===== config.mk =====
export PLATFORM = sky130hd
export DESIGN_NAME = mem_port_arbiter
export DESIGN_NICKNAME = d
export VERILOG_FILES = /design/src/rtl/mem_arb_pkg.sv /design/src/rtl/mem_arb_perf_cnt.sv /design/src/rtl/mem_port_arbiter.sv
export SDC_FILE = /design/constraint.sdc
export NUM_CORES = 1
export LEC_CHECK = 0
export CORE_MARGIN = 2
export CORE_UTILIZATION = 37
export CTS_CLUSTER_SIZE = 8
export DETAILED_ROUTE_END_ITERATION = 10
export PLACE_DENSITY = 0.81
export SKIP_CTS_REPAIR_TIMING = 1
export SLEW_MARGIN = 20
export SYNTH_ARGS = -nofsm -noshare
export SYNTH_HDL_FRONTEND = slang
export SYNTH_SLANG_ARGS = --single-unit

===== constraint.sdc =====
create_clock -name clk_i -period 2 [get_ports clk_i]
set_input_delay 0.6 -clock clk_i [delete_from_list [all_inputs] [get_ports clk_i]]
set_output_delay 0.6 -clock clk_i [all_outputs]
set_load 0.1 [all_outputs]

===== src/rtl/mem_arb_pkg.sv =====
// Shared types and constants for the IF/DM memory-port arbiter.
//   arb_state_e : arbiter FSM states
//   req_id_e    : requester identity (instruction fetch / data memory)
//   STREAK_W    : width of the consecutive-DM-grant counter
//   PERF_W      : width of the optional performance counters
package mem_arb_pkg;
  localparam int STREAK_W = 8;
  localparam int PERF_W   = 32;

  typedef enum logic [1:0] {
    IDLE     = 2'd0,
    GRANT_IF = 2'd1,
    GRANT_DM = 2'd2,
    RESP     = 2'd3
  } arb_state_e;

  typedef enum logic {
    REQ_IF = 1'b0,
    REQ_DM = 1'b1
  } req_id_e;
endpackage


===== src/rtl/mem_arb_perf_cnt.sv =====
// Performance counters for the memory-port arbiter (built only when
// MEM_PORT_ARBITER_PERF_EN is defined). All counters wrap.
//   clk_i, rst_i   : clock, async active-low reset
//   if_grant_i     : one-cycle pulse per IF grant
//   dm_grant_i     : one-cycle pulse per DM grant
//   if_wait_i      : IF requesting but not being served this cycle
//   if_grants_o, dm_grants_o, if_wait_o : counter values
module mem_arb_perf_cnt
  import mem_arb_pkg::*;
(
  input  logic              clk_i,
  input  logic              rst_i,
  input  logic              if_grant_i,
  input  logic              dm_grant_i,
  input  logic              if_wait_i,
  output logic [PERF_W-1:0] if_grants_o,
  output logic [PERF_W-1:0] dm_grants_o,
  output logic [PERF_W-1:0] if_wait_o
);
  always_ff @(posedge clk_i or negedge rst_i) begin
    if (!rst_i) begin
      if_grants_o <= '0;
      dm_grants_o <= '0;
      if_wait_o   <= '0;
    end else begin
      if (if_grant_i) if_grants_o <= if_grants_o + 1'b1;
      if (dm_grant_i) dm_grants_o <= dm_grants_o + 1'b1;
      if (if_wait_i)  if_wait_o   <= if_wait_o + 1'b1;
    end
  end
endmodule


===== src/rtl/mem_port_arbiter.sv =====
// Arbitrates one single-ported, variable-latency memory between the
// instruction-fetch (IF) and data-memory (DM) requesters. DM has fixed
// priority, except that after MAX_DM_STREAK consecutive DM grants taken
// while IF was waiting, IF is forced through. Each access runs
// IDLE -> GRANT_x (until mem_ack_i) -> RESP (one-cycle ready) -> IDLE.
// All outputs are registered.
//   clk_i, rst_i           : clock, async active-low reset
//   if_req_i/if_addr_i     : IF read request; if_ready_o/if_rdata_o reply
//   dm_req_i/dm_we_i/dm_addr_i/dm_wdata_i : DM request; dm_ready_o/dm_rdata_o reply
//   mem_req_o/mem_we_o/mem_addr_o/mem_wdata_o : memory request (held to ack)
//   mem_ack_i/mem_rdata_i  : memory completion and read data
//   arb_busy_o             : high whenever the FSM is not in IDLE
// Optional: define MEM_PORT_ARBITER_PERF_EN to add perf_if_grants_o,
// perf_dm_grants_o and perf_if_wait_o counters.
module mem_port_arbiter
  import mem_arb_pkg::*;
#(
  parameter int ADDR_W        = 32,
  parameter int DATA_W        = 32,
  parameter int MAX_DM_STREAK = 4
) (
  input  logic              clk_i,
  input  logic              rst_i,
  input  logic              if_req_i,
  input  logic [ADDR_W-1:0] if_addr_i,
  output logic              if_ready_o,
  output logic [DATA_W-1:0] if_rdata_o,
  input  logic              dm_req_i,
  input  logic              dm_we_i,
  input  logic [ADDR_W-1:0] dm_addr_i,
  input  logic [DATA_W-1:0] dm_wdata_i,
  output logic              dm_ready_o,
  output logic [DATA_W-1:0] dm_rdata_o,
  output logic              mem_req_o,
  output logic              mem_we_o,
  output logic [ADDR_W-1:0] mem_addr_o,
  output logic [DATA_W-1:0] mem_wdata_o,
  input  logic              mem_ack_i,
  input  logic [DATA_W-1:0] mem_rdata_i,
  output logic              arb_busy_o
`ifdef MEM_PORT_ARBITER_PERF_EN
  ,
  output logic [PERF_W-1:0] perf_if_grants_o,
  output logic [PERF_W-1:0] perf_dm_grants_o,
  output logic [PERF_W-1:0] perf_if_wait_o
`endif
);
  localparam logic [STREAK_W-1:0] STREAK_MAX = STREAK_W'(MAX_DM_STREAK);

  arb_state_e          state_q, state_d;
  req_id_e             winner;
  logic [STREAK_W-1:0] streak_q, streak_d;
  logic                mem_req_d, mem_we_d;
  logic [ADDR_W-1:0]   mem_addr_d;
  logic [DATA_W-1:0]   mem_wdata_d;
  logic                if_ready_d, dm_ready_d;
  logic [DATA_W-1:0]   if_rdata_d, dm_rdata_d;

  // IF only overtakes a pending DM request once the streak is exhausted.
  assign winner = (dm_req_i && !(if_req_i && streak_q == STREAK_MAX)) ? REQ_DM : REQ_IF;

  always_comb begin
    state_d     = state_q;
    streak_d    = streak_q;
    mem_req_d   = mem_req_o;
    mem_we_d    = mem_we_o;
    mem_addr_d  = mem_addr_o;
    mem_wdata_d = mem_wdata_o;
    // Ready and read data are single-cycle: they fall back to 0 unless
    // loaded on the ack cycle.
    if_ready_d  = 1'b0;
    dm_ready_d  = 1'b0;
    if_rdata_d  = '0;
    dm_rdata_d  = '0;
    case (state_q)
      IDLE: begin
        if (winner == REQ_DM && dm_req_i) begin
          state_d     = GRANT_DM;
          mem_req_d   = 1'b1;
          mem_we_d    = dm_we_i;
          mem_addr_d  = dm_addr_i;
          mem_wdata_d = dm_wdata_i;
          // Streak only grows while IF is actually being held off.
          if (!if_req_i)                streak_d = '0;
          else if (streak_q != STREAK_MAX) streak_d = streak_q + 1'b1;
        end else if (if_req_i) begin
          state_d     = GRANT_IF;
          mem_req_d   = 1'b1;
          mem_we_d    = 1'b0;
          mem_addr_d  = if_addr_i;
          mem_wdata_d = '0;
          streak_d    = '0;
        end
      end
      GRANT_IF: begin
        if (mem_ack_i) begin
          state_d    = RESP;
          mem_req_d  = 1'b0;
          if_rdata_d = mem_rdata_i;
          // A requester that abandoned its request gets no ready pulse.
          if_ready_d = if_req_i;
        end
      end
      GRANT_DM: begin
        if (mem_ack_i) begin
          state_d    = RESP;
          mem_req_d  = 1'b0;
          if (!mem_we_o) dm_rdata_d = mem_rdata_i;
          dm_ready_d = dm_req_i;
        end
      end
      RESP:    state_d = IDLE;
      default: state_d = IDLE;
    endcase
  end

  always_ff @(posedge clk_i or negedge rst_i) begin
    if (!rst_i) begin
      state_q     <= IDLE;
      streak_q    <= '0;
      mem_req_o   <= 1'b0;
      mem_we_o    <= 1'b0;
      mem_addr_o  <= '0;
      mem_wdata_o <= '0;
      if_ready_o  <= 1'b0;
      if_rdata_o  <= '0;
      dm_ready_o  <= 1'b0;
      dm_rdata_o  <= '0;
      arb_busy_o  <= 1'b0;
    end else begin
      state_q     <= state_d;
      streak_q    <= streak_d;
      mem_req_o   <= mem_req_d;
      mem_we_o    <= mem_we_d;
      mem_addr_o  <= mem_addr_d;
      mem_wdata_o <= mem_wdata_d;
      if_ready_o  <= if_ready_d;
      if_rdata_o  <= if_rdata_d;
      dm_ready_o  <= dm_ready_d;
      dm_rdata_o  <= dm_rdata_d;
      arb_busy_o  <= (state_d != IDLE);
    end
  end

`ifdef MEM_PORT_ARBITER_PERF_EN
  logic if_grant, dm_grant, if_wait;

  assign if_grant = (state_q == IDLE) && (state_d == GRANT_IF);
  assign dm_grant = (state_q == IDLE) && (state_d == GRANT_DM);
  // IF counts as served while its access is outstanding or its ready is out.
  assign if_wait  = if_req_i && !(state_q == GRANT_IF || if_ready_o);

  mem_arb_perf_cnt u_perf (
    .clk_i       (clk_i),
    .rst_i       (rst_i),
    .if_grant_i  (if_grant),
    .dm_grant_i  (dm_grant),
    .if_wait_i   (if_wait),
    .if_grants_o (perf_if_grants_o),
    .dm_grants_o (perf_dm_grants_o),
    .if_wait_o   (perf_if_wait_o)
  );
`endif
endmodule


[Word-level counts from Yosys, hierarchy flattened]
Index checks and enable logic that the tools add are counted.
Word-level totals
  register bits after elaboration: 143
  logic and storage cells: 60
  input bits: 134
Operators by class
  reduce and logical (&&, ||, !) cells: 12
  muxes and demuxes: 28
  add/subtract/negate cells: 1
  equality and inequality tests: 8
Operators by type and width (number)
  $mux 32: 9
  $mux 8: 4
  $mux 1: 10
  $add 8x1->8 const B: 1
  $eq 8x3->1 const B: 1
  $ne 8x3->1 const B: 1
  $mux 2: 3
  $pmux 2 s3: 1
  $reduce_and 3->1: 2
  $reduce_bool 2->1: 3
  $eq 2x2->1 const B: 2
  $logic_and 1x1->1: 3
  $ne 3x2->1 const B: 1
  $ne 3x3->1 const B: 1
  $eq 2x1->1 const B: 1
  $logic_not 2->1: 1
  $ne 2x1->1 const B: 1
  $pmux 1 s2: 1
  $reduce_and 2->1: 1
  $reduce_or 2->1: 1
  $logic_not 1->1: 1

[Longest topological paths before layout]
  depth in word-level cells: 9
  mapped depth: 8
  mapped depth without buffers: 6

[Worst setup path after synthesis]
No wires, ideal clock.
  path type: reg2reg
  start point: reg streak_q[0]
  end point: reg mem_addr_o[26]
  stages on the path, launching flop included: 9
  path slack: 0.121 ns
  data required time: 1.877 ns
  library setup time: 0.123 ns
  arrival time: 1.756 ns
  buffers on the path: 2
  path through: dfrtp_1 -> inv_1 -> ha_1 -> or4b_4 -> o21a_1 -> buf_2 -> buf_6 -> a21oi_1 -> a21oi_1
On the way
  word-level cells in the longest chain between the ends: 8
  elaborated cells between the ends (all ways): 9
  those cells by class: eq/ne: 1; mux: 2; reduce/logical: 6
Ends and longest elaborated chain
  start, declared: line mem_port_arbiter.sv:52  | logic [STREAK_W-1:0] streak_q, streak_d;
  start signal, assigned: line mem_port_arbiter.sv:132  | streak_q <= streak_d;
  $eq 8x3->1 *: line mem_port_arbiter.sv:60  | assign winner = (dm_req_i && !(if_req_i && streak_q == STREAK_MAX)) ? REQ_DM : REQ_IF;
  $logic_and 1x1->1 *: line mem_port_arbiter.sv:60
  $logic_not 1->1 *: line mem_port_arbiter.sv:60
  $logic_and 1x1->1 *: line mem_port_arbiter.sv:60
  $mux 1 *: line mem_port_arbiter.sv:60
  $logic_and 1x1->1 *: line mem_port_arbiter.sv:77  | if (winner == REQ_DM && dm_req_i) begin
  $reduce_bool 2->1 (no source line)
  $reduce_and 2->1 (no source line)
  end signal, assigned: line mem_port_arbiter.sv:135  | mem_addr_o <= mem_addr_d;
  end, declared: line mem_port_arbiter.sv:36  | output logic [ADDR_W-1:0] mem_addr_o,
Mark *: on every way between the ends. The rest lies on a longest branch, timed or not.
A chain may end at the register's enable or synchronous reset.

[Final worst setup path]
  start point: reg streak_q[1]
  end point: reg mem_addr_o[29]
Same word-level chain as after synthesis.

==> flow_summary.yaml <==
finish:
  finish.utilization: 0.7227
  layoutNonFillerInstCount: 948
  multi_input_area_um2: 1764
  syn_to_final_growth_pct: 91.37
  register_area_um2: 3578
  insertedDiodeCount: 0
  fill_cells: 919
  layout-drive-gt1-share: 0.2618
  final_nets: 892
  layout.cell_area.non_filler_um2: 10460
worst_setup_path:
  critical_path_arrival_ns: 2.20
  critPathCaptureType: "register"
  cp_data_required_time_ns: 2.29
  crit_path_max_fanout: 34
  timing.critical_path.mode_cell: "a21oi_1"
  startpoint_type: "register"
  critical_path.slowest_cell: "or4b_4"
  start_to_end_type_of_the_worst_setup_path: "reg2reg"
  path_cells: "inv_1 > ha_1 > or4b_4 > o21a_1 > buf_12 > a21oi_1 > a21oi_1"
  crit_path_max_cell_delay_ns: 0.51
timing:
  timing.fmax_mhz: 524.6
  final.period_utilization: 0.9530
  report.final.slew_viol_count: 0
  grt_setup_unrepaired: "false"
  clock-skew-final_ns: 0.007623
  number_of_hold_violations_in_the_final_report: 0
  slew_headroom: 0.3788
  tightestPinTransition_ns: 0.9318
  setup_tns_ns: 0
  final.min_clock_period_ns: 1.906
  fin_worst_hold_slack_ns: 0.02576
  setup_violations: 0
logic_synthesis:
  netlist_instances: 475
  ys_seq_elements: 143
  synthesis.area_per_instance_um2: 11.51
  ys_types: 32
  synth.yosys.seq_area_share: 0.6545
  postSynthNetCount: 616
  yosysMostFrequentCell: "dfrtp_1"
  post-synth-top-area-cell: "dfrtp_1"
  synth.top_cell.area_share: 0.6545
  ys_warn_count: 0
  synth_enable_flop_cells: 0
  most_used_flip_flop_cell_after_synthesis: "dfrtp_1"
  synth_area_um2: 5468
  ys_top_cells_by_count: "dfrtp_1 (143), a21oi_1 (69), nand2_1 (43), nor2_1 (38), and3_1 (34)"
  asyncSetResetFlopFracSynth: 1.000
  synthTopCellsByArea: "dfrtp_1 (65%), a21oi_1 (6.3%), a22o_1 (5.3%)"
die:
  floorplan.die.height_um: 125.6
  design.core.area_um2: 14480
  floorplan.io_pins: 267
  initial_util: 0.3776
  fp.dieArea_um2: 15770
  std_cell_rows: 44
  die-width_um: 125.6
routing:
  drc: 0
  post_drt_wl_per_cell_um: 17.87
  remaining_antenna_violation_count: 0
  drt-pass1-iter-count: 4
  vias: 4826
  postRouteWirelength_um: 16940
  drt-vias-per-instance: 5.091
  detailedRoute.firstIterationViolations: 362
global_route:
  global_route.usage.total: 0.2190
  grt_use_met2: 0.3714
  global_route.usage.met3: 0.06205
  top_usage_layer: "met2"
  grt_residual_overflow: 0
  grt_first_pass_wirelength_um: 27090
  gr-usage-met1: 0.2649
  grt_max_degree: 56
  grt_antenna_before_repair: 0
  grt_pass1_vias: 4991
place:
  postPlaceCellArea_um2: 9809
  dpl.cell_count: 915
  routability_cong: 0.8749
  place.detailed.hpwl_um: 12720
  place.port_buffers: 266
pwr:
  max-vdd-ir-drop_uv: 1437
  power.density_cell_area_nw_per_um2: 1889
  power.leakage_uw: 0.004807
clock_network:
  cts_tree: "done"
  cts_root_buf: "clkbuf_16"
  clkLatencyLatePin_ns: 0.41
  cts_inserted_buffers: 17
  number_of_clock_sinks_seen_by_cts: 143
  clk_pin_slew_ns: 0.06
  cts.path.max_buffers: 2
  ctsHtreeMaxLevel: 4
status:
  status: "complete, no violations"
hold_path:
  timing.hold.worst.class: "in2async"
run:
  max_cap_violations: 0
report_power, final:
part           switching, µW  total, µW  internal (µW)  leakage [µW]
Combinational           7640      11800           4200       0.00267
Sequential               921       4670           3750       0.00184
Clock                   1250       3270           2020      0.000295
Total                   9810      19800           9960       0.00481
metrics by stage:
step / setup WS (ns) / power [µW]
after floorplan: 0.1208 / 11570
after global placement: -0.1235 / 16310
after detailed placement: -0.1642 / 16550
after CTS: 0.03779 / 19850
after global routing: 0.007369 / 20440
final: 0.09393 / 19770
worst max-delay path, delay by kind of cell (launching register included):
family | cells | cell delay (ns)
buffers and inverters | 2 | 0.25
AOI/OAI and AO/OA | 3 | 0.51
adders and majority gates | 1 | 0.14
and+or+nand+nor | 1 | 0.51
DFF | 1 | 0.38
cell type report:
type / instances / share of cell area
multi-input combinational: 295 / 0.1686
tap: 184 / 0.02200
clock inverter: 14 / 0.01734
clock buffer: 18 / 0.04197
sequential: 143 / 0.3420
timing repair buffer: 288 / 0.4060
inverter: 6 / 0.002152
layout by cell type, fill, tap and decap left out, types with 3 or more instances in the layout:
master and n:
nand3_1 3, buf_4 15, a22o_1 33, inv_1 6, clkinv_4 4, clkdlybuf4s50_1 132
a21oi_1 64, a21o_1 5, and2_1 32, clkinvlp_4 3, o21ai_0 9, buf_12 140
dfrtp_1 143, and3_1 34, nand2_1 43, clkbuf_16 17, ha_1 7, nor2_1 35
nor2_2 3, a21oi_2 5, bufinv_16 3, or4_1 3
sequential cells by signal, summed over array words and instances, names as in the netlist:
| name | flops |
|---|---|
| dm_rdata_o | 32 |
| if_rdata_o | 32 |
| mem_addr_o | 32 |
| mem_wdata_o | 32 |
| streak_q | 8 |
| state_q | 2 |
| arb_busy_o | 1 |
| dm_ready_o | 1 |
| if_ready_o | 1 |
| mem_req_o | 1 |
| mem_we_o | 1 |
metal layers:
layer	routed length, µm	vias to the layer above	part of all wire
met5	0	-	0
met4	431	0	0.025
met3	1274	33	0.075
met2	8483	252	0.50
met1	6748	2348	0.40
li1	-	2193	-
path summary, 6_finish.rpt:
check	slack, ns	start	end	cells after the start
min	0.03	rst_i	mem_wdata_o[27]	1
max reg2reg	0.09	streak_q[1]	mem_addr_o[29]	7
max in group asynchronous	1.38	rst_i	mem_addr_o[24]	2
min in group clk_i	0.55	streak_q[7]	streak_q[7]	1
min reg2reg	0.55	streak_q[7]	streak_q[7]	1
max	0.09	streak_q[1]	mem_addr_o[29]	7
logic make-up after synthesis:
kind of cell,after synthesis,share of synthesized area
AO/OA/AOI/OAI,126,0.1483
adder cells (fa/ha/maj),7,0.01602
buffers and inverters,37,0.03112
flip-flops,143,0.6545
AND/OR/NAND/NOR,162,0.1501
(Power assumes the default switching activity.)
